--- config.mk ---
export PLATFORM = sky130hd
export DESIGN_NAME = mem_port_arbiter
export DESIGN_NICKNAME = d
export VERILOG_FILES = /design/src/rtl/mem_port_arbiter_pkg.sv /design/src/rtl/mem_arb_prio_sel.sv /design/src/rtl/mem_port_arbiter.sv
export SDC_FILE = /design/constraint.sdc
export NUM_CORES = 1
export LEC_CHECK = 0
export ABC_AREA = 1
export CORE_AREA = 4 4 141 143
export CTS_BUF_LIST = sky130_fd_sc_hd__clkbuf_8
export DETAILED_ROUTE_END_ITERATION = 16
export DIE_AREA = 0 0 145 147
export PLACE_DENSITY = 0.54
export SLEW_MARGIN = 40
export SYNTH_ARGS = -nofsm -noshare
export SYNTH_HDL_FRONTEND = slang
export SYNTH_SLANG_ARGS = --single-unit
--- constraint.sdc ---
create_clock -name clk -period 1.31 [get_ports clk]
set_clock_uncertainty 0.2 [all_clocks]
set_input_delay 0.262 -clock clk [delete_from_list [all_inputs] [get_ports clk]]
set_output_delay 0.262 -clock clk [all_outputs]
set_load 0.03 [all_outputs]
--- src/rtl/mem_port_arbiter_pkg.sv ---
// Shared types for the three-requester single-port RAM arbiter.
// Holds the requester and FSM encodings and the default starvation limit.
package mem_port_arbiter_pkg;

    localparam int STARVE_LIMIT_DEF = 8;

    typedef enum logic [1:0] {
        REQ_DBG  = 2'd0,
        REQ_DAT  = 2'd1,
        REQ_IFU  = 2'd2,
        REQ_NONE = 2'd3
    } req_e;

    typedef enum logic [1:0] {
        ST_ARB        = 2'd0,
        ST_LOCK_DRAIN = 2'd1,
        ST_LOCKED     = 2'd2
    } state_e;

    // One-hot grant (bit0 dbg, bit1 dat, bit2 ifu) to requester id.
    function automatic req_e grant_to_req(input logic [2:0] grant);
        req_e id;
        id = REQ_NONE;
        if (grant[0])
            id = REQ_DBG;
        else if (grant[1])
            id = REQ_DAT;
        else if (grant[2])
            id = REQ_IFU;
        return id;
    endfunction

endpackage

--- src/rtl/mem_arb_prio_sel.sv ---
// Combinational priority selector: valids + FSM state + promote flag -> one-hot grant.
// Grant bit order: [0] dbg, [1] dat, [2] ifu.
module mem_arb_prio_sel
    import mem_port_arbiter_pkg::*;
(
    input  logic       i_dbg_valid,
    input  logic       i_dat_valid,
    input  logic       i_ifu_valid,
    input  logic [1:0] i_state,
    input  logic       i_promote,
    output logic [2:0] o_grant
);

    state_e w_state;
    assign w_state = state_e'(i_state);

    always_comb begin
        o_grant = 3'b000;
        if (w_state != ST_ARB) begin
            // Drain and locked phases belong to the debugger alone.
            if (i_dbg_valid)
                o_grant = 3'b001;
        end else if (i_dbg_valid) begin
            o_grant = 3'b001;
        end else if (i_promote && i_ifu_valid) begin
            o_grant = 3'b100;
        end else if (i_dat_valid) begin
            o_grant = 3'b010;
        end else if (i_ifu_valid) begin
            o_grant = 3'b100;
        end
    end

endmodule

--- src/rtl/mem_port_arbiter.sv ---
// Arbitrates dbg/dat/ifu onto one RAM port with a debug lock FSM and 1-cycle responses.
// Optional ifu starvation guard enabled by defining MEM_ARB_STARVE_GUARD_EN.
module mem_port_arbiter
    import mem_port_arbiter_pkg::*;
#(
    parameter int ADDR_WIDTH   = 32,
    parameter int STARVE_LIMIT = STARVE_LIMIT_DEF
) (
    input  logic                  clk,
    input  logic                  rst,

    input  logic                  dbg_req_valid,
    output logic                  dbg_req_ready,
    input  logic [ADDR_WIDTH-3:0] dbg_req_addr,
    input  logic                  dbg_req_we,
    input  logic [3:0]            dbg_req_be,
    input  logic [31:0]           dbg_req_wdata,
    output logic                  dbg_rsp_valid,
    output logic [31:0]           dbg_rsp_rdata,

    input  logic                  dat_req_valid,
    output logic                  dat_req_ready,
    input  logic [ADDR_WIDTH-3:0] dat_req_addr,
    input  logic                  dat_req_we,
    input  logic [3:0]            dat_req_be,
    input  logic [31:0]           dat_req_wdata,
    output logic                  dat_rsp_valid,
    output logic [31:0]           dat_rsp_rdata,

    input  logic                  ifu_req_valid,
    output logic                  ifu_req_ready,
    input  logic [ADDR_WIDTH-3:0] ifu_req_addr,
    output logic                  ifu_rsp_valid,
    output logic [31:0]           ifu_rsp_rdata,

    input  logic                  dbg_lock,
    output logic                  dbg_lock_ack,

    output logic                  mem_en,
    output logic                  mem_we,
    output logic [ADDR_WIDTH-3:0] mem_addr,
    output logic [3:0]            mem_be,
    output logic [31:0]           mem_wdata,
    input  logic [31:0]           mem_rdata
);

    if (STARVE_LIMIT < 1 || STARVE_LIMIT > 255) begin : g_bad_limit
        $error("mem_port_arbiter: STARVE_LIMIT must be within 1..255");
    end

    state_e      r_state;
    req_e        r_rsp_owner_p1;
    logic        r_rsp_we_p1;
    state_e      w_eff_state;
    logic [2:0]  w_sel;
    logic [2:0]  w_gnt;
    logic        w_promote;
    logic [31:0] w_rsp_data;

    // A locked debugger that releases the lock hands the port back in the same cycle.
    assign w_eff_state = (r_state == ST_LOCKED && !dbg_lock) ? ST_ARB : r_state;

    mem_arb_prio_sel u_prio_sel (
        .i_dbg_valid (dbg_req_valid),
        .i_dat_valid (dat_req_valid),
        .i_ifu_valid (ifu_req_valid),
        .i_state     (w_eff_state),
        .i_promote   (w_promote),
        .o_grant     (w_sel)
    );

    assign w_gnt         = rst ? 3'b000 : w_sel;
    assign dbg_req_ready = w_gnt[0];
    assign dat_req_ready = w_gnt[1];
    assign ifu_req_ready = w_gnt[2];
    assign dbg_lock_ack  = !rst && (r_state == ST_LOCKED) && dbg_lock;

`ifdef MEM_ARB_STARVE_GUARD_EN
    logic [7:0] r_starve_cnt;

    assign w_promote = (r_starve_cnt >= 8'(STARVE_LIMIT));

    always_ff @(posedge clk) begin
        if (rst)
            r_starve_cnt <= 8'd0;
        else if (!ifu_req_valid || w_gnt[2])
            r_starve_cnt <= 8'd0;
        else if (w_eff_state == ST_ARB && r_starve_cnt != 8'hFF)
            r_starve_cnt <= r_starve_cnt + 8'd1;
    end
`else
    assign w_promote = 1'b0;
`endif

    // Request stage: RAM port mirrors the granted requester.
    always_comb begin
        mem_en    = |w_gnt;
        mem_we    = 1'b0;
        mem_addr  = '0;
        mem_be    = 4'h0;
        mem_wdata = 32'd0;
        if (w_gnt[0]) begin
            mem_we    = dbg_req_we;
            mem_addr  = dbg_req_addr;
            mem_be    = dbg_req_be;
            mem_wdata = dbg_req_wdata;
        end else if (w_gnt[1]) begin
            mem_we    = dat_req_we;
            mem_addr  = dat_req_addr;
            mem_be    = dat_req_be;
            mem_wdata = dat_req_wdata;
        end else if (w_gnt[2]) begin
            mem_addr  = ifu_req_addr;
        end
    end

    always_ff @(posedge clk) begin
        if (rst)
            r_rsp_owner_p1 <= REQ_NONE;
        else
            r_rsp_owner_p1 <= grant_to_req(w_gnt);
        r_rsp_we_p1 <= mem_we;
    end

    // Response stage: RAM data lands one cycle after the grant.
    assign w_rsp_data    = r_rsp_we_p1 ? 32'd0 : mem_rdata;
    assign dbg_rsp_valid = !rst && (r_rsp_owner_p1 == REQ_DBG);
    assign dat_rsp_valid = !rst && (r_rsp_owner_p1 == REQ_DAT);
    assign ifu_rsp_valid = !rst && (r_rsp_owner_p1 == REQ_IFU);
    assign dbg_rsp_rdata = dbg_rsp_valid ? w_rsp_data : 32'd0;
    assign dat_rsp_rdata = dat_rsp_valid ? w_rsp_data : 32'd0;
    assign ifu_rsp_rdata = ifu_rsp_valid ? w_rsp_data : 32'd0;

    always_ff @(posedge clk) begin
        if (rst) begin
            r_state <= ST_ARB;
        end else begin
            case (r_state)
                ST_ARB:
                    if (dbg_lock)
                        r_state <= ST_LOCK_DRAIN;
                // Only dbg is granted while draining, and any dat/ifu response
                // still in flight completes in this cycle.
                ST_LOCK_DRAIN:
                    r_state <= dbg_lock ? ST_LOCKED : ST_ARB;
                ST_LOCKED:
                    if (!dbg_lock)
                        r_state <= ST_ARB;
                default:
                    r_state <= ST_ARB;
            endcase
        end
    end

endmodule

After elaboration in Yosys (flattened, before gate mapping). Index checks and enable logic that the tools add are counted.

Eq/ne operators: 6. Mux-type cells: 27. Reduce and logical (&&, ||, !) cells: 13.

Operators by type and width (number): $mux 32 (6); $mux 30 (3); $mux 3 (5); $mux 2 (6); $mux 4 (2); $logic_and 1x1->1 (6); $pmux 2 s3 (1); $eq 2x1->1 const B (2); $eq 2x2->1 const B (2); $logic_not 2->1 (2); $mux 1 (4); $ne 2x2->1 const B (2); $reduce_or 3->1 (1); $logic_not 1->1 (2); $reduce_and 2->1 (1); $reduce_bool 2->1 (1).

Bits in registers: 5. Input port bits: 202. Output and inout port bits: 171. Logic and storage cells: 49.

Depth between registers and ports, before layout.
Depth after elaboration: 9. Mapped depth: 7. Mapped depth without buffers: 6.

By module. A second synthesis with hierarchy kept.

Cell total of the unflattened synthesis: 543. Area total of the unflattened synthesis: 2363.5 µm².

Modules (own cells, without submodules): mem_port_arbiter (times used 1, cells each 533, area each 2321.0 µm²); mem_arb_prio_sel (times used 1, cells each 10, area each 42.5 µm²).

Least setup slack after synthesis. No wires, ideal clock.

Path type: flip-flop to output port. Start: register r_state[1]. End: output port mem_we. Data arrival time: 1.497 ns. Data required time: 0.848 ns. Setup slack: -0.649 ns. Cell stages (with the launch flop): 5. Path through: dfxtp_1 -> a21oi_4 -> nand2_1 -> buf_2 -> o21ai_0.

Longest elaborated chain between the ends: 8.

Ends and longest elaborated chain: from (decl) (line mem_port_arbiter.sv:51) `state_e r_state;`; from (signal assigned) (line mem_port_arbiter.sv:145) `r_state <= dbg_lock ? ST_LOCKED : ST_ARB;`; $eq 2x2->1 (line mem_port_arbiter.sv:61) `assign w_eff_state = (r_state == ST_LOCKED && !dbg_lock) ? ST_ARB : r_state;`; $logic_and 1x1->1 (line mem_port_arbiter.sv:61); $mux 2 (*) (line mem_port_arbiter.sv:61); $reduce_bool 2->1 (*) (line mem_arb_prio_sel.sv:19) `if (w_state != ST_ARB) begin`; $mux 3 (*) (line mem_arb_prio_sel.sv:19); $mux 3 (*) (line mem_port_arbiter.sv:72) `assign w_gnt = rst ? 3'b000 : w_sel;`; $mux 1 (line mem_port_arbiter.sv:107) `end else if (w_gnt[1]) begin`; $mux 1 (*) (line mem_port_arbiter.sv:102) `if (w_gnt[0]) begin`; to (decl) (line mem_port_arbiter.sv:40) `output logic mem_we,`.

Every way passes the cells marked *; elsewhere a longest branch is shown, timed or not.

Worst setup path in the final report.
Start: input port dbg_lock. End: output port mem_addr[19].

Longest elaborated chain between the ends: 9.

Ends and longest elaborated chain: from (decl) (line mem_port_arbiter.sv:36) `input logic dbg_lock,`; $logic_not 1->1 (*); $logic_and 1x1->1 (*) (line mem_port_arbiter.sv:61); $mux 2 (*) (line mem_port_arbiter.sv:61); $reduce_bool 2->1 (*) (line mem_arb_prio_sel.sv:19); $mux 3 (*) (line mem_arb_prio_sel.sv:19); $mux 3 (*) (line mem_port_arbiter.sv:72); $mux 30 (line mem_port_arbiter.sv:112) `end else if (w_gnt[2]) begin`; $mux 30 (line mem_port_arbiter.sv:107); $mux 30 (*) (line mem_port_arbiter.sv:102); to (decl) (line mem_port_arbiter.sv:41) `output logic [ADDR_WIDTH-3:0] mem_addr,`.

Marks and branches as above.

==> impl_metrics.ini <==
[sta]
hold_violations = 0
tightest_slew_ns = 0.3035
tns_ns = -87.19
fin_crit_sh_pct = 152.3
report.final.setup_viol = 174
slew_viol_final = 0
rsz0062_at_grt = true
fmax_ghz = 0.5011
maxSlewHeadroom_pct = 79.72
fin_ws_ns = -0.6856
min_period_ns = 1.996

[layout]
drive_above_1_share_pct = 59.04
fin_cells = 1113
fillCellCount = 1636
nets = 1082
antenna_cells = 0
fin_area_um2 = 9509
area_growth_syn_to_layout_pct = 388.4

[drt]
vias_per_cell = 4.250
drt_iter0_drc = 131
vias = 4730
routedWlPerCell_um = 18.34
antenna_left = 0
wl_um = 20410
drcViolationCount = 0
dr.pass1.iters = 4

[yosys]
yosysUniqueCellTypes = 16
netlist_instances = 432
syn_nets = 634
synthesis.area_um2 = 1947
yosys_register_bits = 5
yosysWarnings = 0
syn_area_per_cell_um2 = 4.507
yosysSeqAreaShare_pct = 5.141

[global_routing]
grt_pass1_vias = 5112
gr-total-overflow = 0
grt_first_pass_wirelength_um = 29800
antenna_found_initial = 0
grt_use_total_pct = 17.48
grt_max_degree = 24

[cts]
htreeDepth = 1
clock_latency_ns = 0.22
cts_hold_buffers = 0
cts_tree = done
cts-root-buf = clkbuf_8
cts.path.max_buffers = 2
path_clk_slew_ns = 0.04
cts_sinks = 5
numCtsBuffers = 3

[pwr]
p_total_mw = 3.647
power_density_nw_per_um2 = 383.6
vdd_ir_drop_max_mv = 0.1817
p_leak_nw = 4.088

[place]
place_area_um2 = 6441
dpl_worst_slack_ns = -0.9436
port_buffers = 372
placedCellCount = 1044
place_hpwl_um = 12940
gp_congestion = 0.8283

[setup_path]
cp_common_cell = buf_12
slowest_stage = clkdlybuf4s15_1
crit_fanout = 6
rrSetupSlack_ns = -0.42
arrival_ns = 1.53
cpPeakStageDelay_ns = 0.23
cp-end-kind = output port
critical_path.startpoint_type = primary input
path_cells = clkdlybuf4s15_1 -> a21oi_4 -> buf_4 -> buf_12 -> buf_12 -> buf_16 -> nand3_1 -> nand3_2 -> buf_6
r2r-end = r_rsp_we_p1
r2r_cells = 10
crit_type = primary input to output port
reg2reg_from = r_state[0]
critPathTopFamily = buffers and inverters
cp_data_required_time_ns = 0.85
path_buf_inv = 6

[floorplan]
coreArea_um2 = 18580
dieArea_um2 = 21320
pin_count = 373
die_h_um = 147
start_util_pct = 10.48
placementRows = 50
die_x_um = 145

[hold_path]
min_delay_path_depth = 6
holdCritStartpoint = rst
hp-class = primary input to flip-flop
hold_path_end = r_state[1]

[status]
status = finished with violations
violations = setup timing

[flow_run]
max_cap_viol_count = 0
-- Yosys cell counts --
cell      instances  share of area (%)
nor2_1          103                 20
dfxtp_1           5                5.1
clkbuf_1         22                4.2
o21ai_2          10                4.5
nand3_1          93                 24
inv_2             1               0.19
nand3b_1          1               0.39
nand2_1         106                 20
a21oi_4           1               0.84
buf_1             1               0.19
buf_6             1               0.58
nor2_2            1               0.32
inv_1            48                9.3
buf_2            11                2.8
nor3b_1           1               0.39
o21ai_0          27                6.9
-- layout make-up --
type / count / area (um2) / area share [%]
clock inverters: 1 / 3.754 / 0.03947
multi-input cells: 343 / 3217 / 33.83
well taps: 234 / 292.8 / 3.079
flip-flops and latches: 5 / 108.9 / 1.145
inverters: 49 / 206.4 / 2.171
clock buffers: 3 / 41.29 / 0.4342
repair buffers: 478 / 5639 / 59.30
-- worst min-delay path, delay by kind of cell --
family	cells	cell delay, ns
simple gates	2	0.12
buf+inv	4	0.37
-- where the power goes --
part	internal, mW	switching [mW]
registers	0.164	0.0111
clock network	0.202	0.0822
logic	1.63	1.56
-- metrics by stage --
step                hold slack [ns]  utilization (%)
floorplan                    0.2417                -
global placement             0.4225            34.67
detailed placement           0.4205            34.67
CTS                          0.3603            49.36
global route                 0.4036            51.18
finish                       0.3688            51.18
-- flip-flops by register name, summed over array words and instances, names as in the netlist --
signal / cells
r_rsp_owner_p1: 2
r_state: 2
r_rsp_we_p1: 1
-- per-layer routing --
metal	track usage, %	share of wire [%]	vias to the layer above
met3	4.534	7.4	46
met1	19.31	37	2158
met4	5.131	3.7	0
li1	-	-	2259
met2	32.93	52	267
met5	0	0	-
-- cells in the final DEF (no fill, tap or decap) --
cell	instances
buf_16	11
nand3b_1	1
nand3_4	3
nor3b_2	1
buf_4	14
o21ai_4	36
nor2_1	5
inv_1	39
dlymetal6s2s_1	3
inv_4	5
a21oi_4	1
nand2_1	73
nand2_8	13
nand3_1	43
clkbuf_8	3
nand2_2	9
dlygate4sd2_1	1
buf_12	37
dfxtp_2	4
inv_2	4
clkdlybuf4s50_1	193
nand3_2	47
nor2_4	99
nand2_4	11
clkdlybuf4s15_1	2
buf_8	13
dfxtp_4	1
buf_6	204
clkinv_4	2
o21ai_2	1
-- cells by family after synthesis --
| group | synth area share (%) |
|---|---|
| buf+inv | 17.29 |
| simple gates | 65.30 |
| compound gates | 12.28 |
| flops | 5.142 |
-- how the worst max path moves through the flow --
stage / startpoint / to / slack [ns] / depth (start not counted)
2_1_floorplan: r_rsp_we_p1 / dat_rsp_rdata[11] / -0.35 / 4
3_3_place_gp: dbg_req_valid / mem_addr[7] / -0.92 / 8
3_5_place_dp: dbg_req_valid / mem_addr[15] / -0.94 / 8
4_1_cts: r_state[1] / mem_wdata[7] / -0.70 / 7
5_1_grt: r_state[1] / mem_addr[19] / -0.75 / 8
6_report: dbg_lock / mem_addr[19] / -0.69 / 9
-- what timing repair did --
| action | CTS | global route |
|---|---|---|
| gates resized for setup | 482 | 130 |
| gates cloned | 19 | 0 |
| setup endpoints to repair | 174 | 174 |
| pin swaps | 38 | 38 |
| setup buffers | 49 | 18 |
(Power assumes the default switching activity.)
